`config.mk`:
```
export PLATFORM = sky130hd
export DESIGN_NAME = ddr_deserializer
export DESIGN_NICKNAME = d
export VERILOG_FILES = /design/src/rtl/ddr_deserializer.sv
export SDC_FILE = /design/constraint.sdc
export NUM_CORES = 1
export LEC_CHECK = 0
export CAP_MARGIN = 20
export CORE_MARGIN = 5
export CORE_UTILIZATION = 49
export DETAILED_ROUTE_END_ITERATION = 10
export GPL_ROUTABILITY_DRIVEN = 1
export GPL_TIMING_DRIVEN = 1
export PLACE_DENSITY_LB_ADDON = 0.3
export SLEW_MARGIN = 20
export SYNTH_ARGS = -nofsm -noshare
export SYNTH_HDL_FRONTEND = slang
export SYNTH_SLANG_ARGS = --single-unit
```
`constraint.sdc`:
```
create_clock -name clk -period 1.68 [get_ports clk]
set_input_delay 0.252 -clock clk [delete_from_list [all_inputs] [get_ports clk]]
set_output_delay 0.252 -clock clk [all_outputs]
set_load 0.1 [all_outputs]
```
`src/rtl/ddr_deserializer.sv`:
```
// rtl/ddr_deserializer.sv - dual-edge serial capture, MSB-first word assembly, valid/ready output
module ddr_deserializer #(
    parameter int WIDTH = 8
) (
    input  logic             clk,
    input  logic             reset,
    input  logic             din,
    input  logic             en,
    input  logic             align,
    input  logic             word_ready,
    output logic [WIDTH-1:0] word_out,
    output logic             word_valid,
    output logic             overflow
);
    localparam int NPAIR = WIDTH / 2;
    localparam int CW    = $clog2(NPAIR);

    logic             f_cap_q;
    logic [WIDTH-3:0] sh_q, sh_d;
    logic [CW-1:0]    cnt_q, cnt_d;
    logic [WIDTH-1:0] word_q, word_d;
    logic             valid_q, valid_d;
    logic             ovf_q, ovf_d;
    logic [WIDTH-1:0] shifted;
    logic             cnt_last;

    // Only falling-edge state: the earlier, more significant bit of each pair.
    always_ff @(negedge clk) begin
        if (reset) begin
            f_cap_q <= 1'b0;
        end else begin
            f_cap_q <= din;
        end
    end

    assign shifted  = {sh_q, f_cap_q, din};
    assign cnt_last = (cnt_q == CW'(NPAIR - 1));

    always_comb begin
        sh_d    = sh_q;
        cnt_d   = cnt_q;
        word_d  = word_q;
        valid_d = valid_q && !word_ready;
        ovf_d   = ovf_q;
        if (align) begin
            sh_d  = '0;
            cnt_d = '0;
        end else if (en) begin
            if (cnt_last) begin
                sh_d  = '0;
                cnt_d = '0;
                // A held word being accepted this edge frees the slot for the new one.
                if (!valid_q || word_ready) begin
                    word_d  = shifted;
                    valid_d = 1'b1;
                end else begin
                    ovf_d = 1'b1;
                end
            end else begin
                sh_d  = shifted[WIDTH-3:0];
                cnt_d = cnt_q + CW'(1);
            end
        end
    end

    always_ff @(posedge clk) begin
        if (reset) begin
            sh_q    <= '0;
            cnt_q   <= '0;
            word_q  <= '0;
            valid_q <= 1'b0;
            ovf_q   <= 1'b0;
        end else begin
            sh_q    <= sh_d;
            cnt_q   <= cnt_d;
            word_q  <= word_d;
            valid_q <= valid_d;
            ovf_q   <= ovf_d;
        end
    end

    assign word_out   = word_q;
    assign word_valid = valid_q;
    assign overflow   = ovf_q;
endmodule

```
==> impl_metrics.json <==
{
  "hp-class": "flop to flop",
  "first_pass_iters": 4,
  "start_util_pct": 50.41,
  "slew_headroom_pct": 81.29,
  "drc": 0,
  "synthMuxAreaShare_pct": 2.377,
  "syn_area_per_cell_sq_um": 9.907,
  "dieHeight_um": 51.46,
  "io_pins": 16,
  "cts_sinks": 19,
  "via_count": 664,
  "rsz0062_at_grt": "no",
  "worstSetupPathType": "flop to flop",
  "via_per_inst": 5.488,
  "dr.first_iter.drc_count": 18,
  "synth_top_family_by_area": "simple AND/OR/NAND/NOR gates",
  "yosysUniqueCellTypes": 19,
  "fin_nets": 113,
  "skew_ns": 0.05929,
  "cts_buffers": 3,
  "slew_viol_final": 0,
  "htreeDepth": 1,
  "synthSimpleGateAreaFrac_pct": 30.61,
  "holdWs_ns": 0.4798,
  "drt-total-wl_um": 1681,
  "arrival_ns": 1.75,
  "rr_endpoint": "sh_q[1]$_SDFFE_PP0P_",
  "end_kind": "flop",
  "dpl.hpwl_um": 1208,
  "grt_pass1_vias": 709,
  "grt_remaining_overflow": 0,
  "yosys_warnings": 0,
  "die_width_um": 51.46,
  "path_clk_slew_ns": 0.11,
  "postCtsSetupBuffers": 0,
  "n_antenna_cell": 0,
  "synthCells": 85,
  "wl_per_cell_um": 13.89,
  "routabilityCongestion": 0.7784,
  "setup_viol": 0,
  "port-buffer-count": 15,
  "r2r_slack_ns": 0.17,
  "synth-seq-cells": 19,
  "fillers": 142,
  "syn-cell-area_sq_um": 842.1,
  "ctsResizeCount": 0,
  "rr_worst_depth": 2,
  "hold_end": "sh_q[4]$_SDFFE_PP0P_",
  "fp.dieArea_sq_um": 2648,
  "min_path_cells": 2,
  "antenna_left": 0,
  "crit_required_ns": 1.92,
  "antenna_found_initial": 0,
  "worstHoldStart": "sh_q[4]$_SDFFE_PP0P_",
  "clock_latency_ns": 0.36,
  "grt_usage_pct": 14.32,
  "core_sq_um": 1670,
  "grt_start_max_net_pins": 19,
  "synthAdderAreaFrac_pct": 2.972,
  "hold_violations": 0,
  "path_max_fanout": 2,
  "ir_drop_uv": 341.1,
  "placementRows": 15,
  "power_leakage_nw": 0.4349,
  "syn-num-nets": 93,
  "drive_above_1_share_pct": 27.88,
  "cts_max_path_buffers": 2,
  "synth-compound-area-share_pct": 13.22,
  "r2r-start": "f_cap_q$_SDFF_NP0_",
  "status": "completed",
  "p_per_area_nw_per_um2": 656.1,
  "cts-root-buf": "clkbuf_4",
  "cap_viol_max_count": 0,
  "synth_top_cell_by_area": "dfxtp_1",
  "syn_to_final_growth_pct": 36.11,
  "synth.top_cell.area_share_pct": 45.17,
  "start_kind": "flop",
  "synthXorXnorAreaFrac_pct": 0,
  "grt_first_pass_wirelength_um": 2856,
  "tightest_slew_ns": 0.2807,
  "synth.area.top_cells": "dfxtp_1 45%, nand2b_1 11%, o21ai_2 8.3%",
  "finalPower_w": 0.0007519,
  "cts_tree": "built",
  "yosysSeqAreaShare_pct": 45.17,
  "cts_hold_buf": 0
}
-- stage by stage --
stage / util, % / instances / TNS [ns] / cell area, sq um / setup WS (ns)
after floorplan: - / 85 / 0 / 842.1 / 0.007660
after global placement: 66.97 / 117 / -0.1031 / 1119 / -0.1031
after detailed placement: 66.97 / 117 / -0.1372 / 1119 / -0.1372
after CTS: 68.61 / 121 / 0 / 1146 / 0.1753
after global routing: 68.61 / 121 / 0 / 1146 / 0.1106
final: 68.61 / 121 / 0 / 1146 / 0.1665
-- cell families (layout without fill, tap and decap cells) --
family	Yosys count	after routing
multiplexers	2	2
AND/OR/NAND/NOR	38	38
AO/OA/AOI/OAI	16	16
adder cells (fa/ha/maj)	2	2
flip-flops	19	19
buffers and inverters	8	27
-- worst max-delay path by stage --
| stage | start | end | slack, ns |
|---|---|---|---|
| CTS | f_cap_q$_SDFF_NP0_ | sh_q[1]$_SDFFE_PP0P_ | 0.18 |
| finish | f_cap_q$_SDFF_NP0_ | sh_q[1]$_SDFFE_PP0P_ | 0.17 |
| floorplan | word_valid$_SDFF_PP0_ | word_out[0]$_SDFFE_PP0P_ | 0.008 |
| global placement | reset | f_cap_q$_SDFF_NP0_ | -0.10 |
| detailed placement | din | f_cap_q$_SDFF_NP0_ | -0.14 |
| global route | f_cap_q$_SDFF_NP0_ | sh_q[1]$_SDFFE_PP0P_ | 0.11 |
-- report_power, final --
part	total, W	internal, W	switching [W]	leakage (nW)
combinational	0.0000504	0.0000292	0.0000212	0.258
clock	0.000243	0.0000917	0.000151	0.0230
sequential	0.000459	0.000455	0.00000358	0.154
total	0.000752	0.000576	0.000176	0.435
-- worst max-delay path, cell delays in order, from the launching register on --
cell and delay, ns:
dfxtp_1 0.34, nand3b_1 0.08, a21oi_1 0.14
-- sequential cells by signal, indices dropped and copies added, names as in the netlist --
register and cells:
sh_q 6, f_cap_q 1, word_valid 1, word_out 8
cnt_q 2, overflow 1
-- cells in the final DEF, fill, tap and decap left out, drive strengths merged, types with 3 or more instances in the layout --
cell / count
buf: 16
nand3b: 7
nand4b: 7
nand2b: 15
clkdlybuf4s50: 5
clkbuf: 3
dfxtp: 19
a21oi: 7
nor2: 4
o21ai: 8
-- metal layers --
| layer | share of wire (%) | vias up | GRT usage [%] |
|---|---|---|---|
| met5 | 0 | - | 0 |
| met4 | 1.5 | 0 | 6.987 |
| met3 | 5.0 | 5 | 4.082 |
| met2 | 51 | 17 | 25.85 |
| met1 | 42 | 308 | 14.95 |
| li1 | - | 334 | - |
-- area by class of cell --
class	count	area (sq um)	share of cell area [%]
multi-input combinational	58	414.1	36.14
sequential	19	380.4	33.19
timing repair buffer	21	295.3	25.76
clock buffer	3	22.52	1.965
tap	17	21.27	1.856
clock inverter	2	8.758	0.7642
inverter	1	3.754	0.3275
-- cells in the mapped netlist --
master and n:
clkbuf_1 2, nand3_1 1, a31oi_1 1, nand3b_1 7, dfxtp_1 19, and2_4 1, inv_1 2, nor2b_1 1
o21ai_2 8, ha_1 2, mux2i_1 2, nand2b_1 15, or2_1 1, a21oi_1 7, nor2_1 4, buf_6 2
and3b_1 1, buf_2 2, nand4b_1 7
Power figures use the tool's default switching activity.
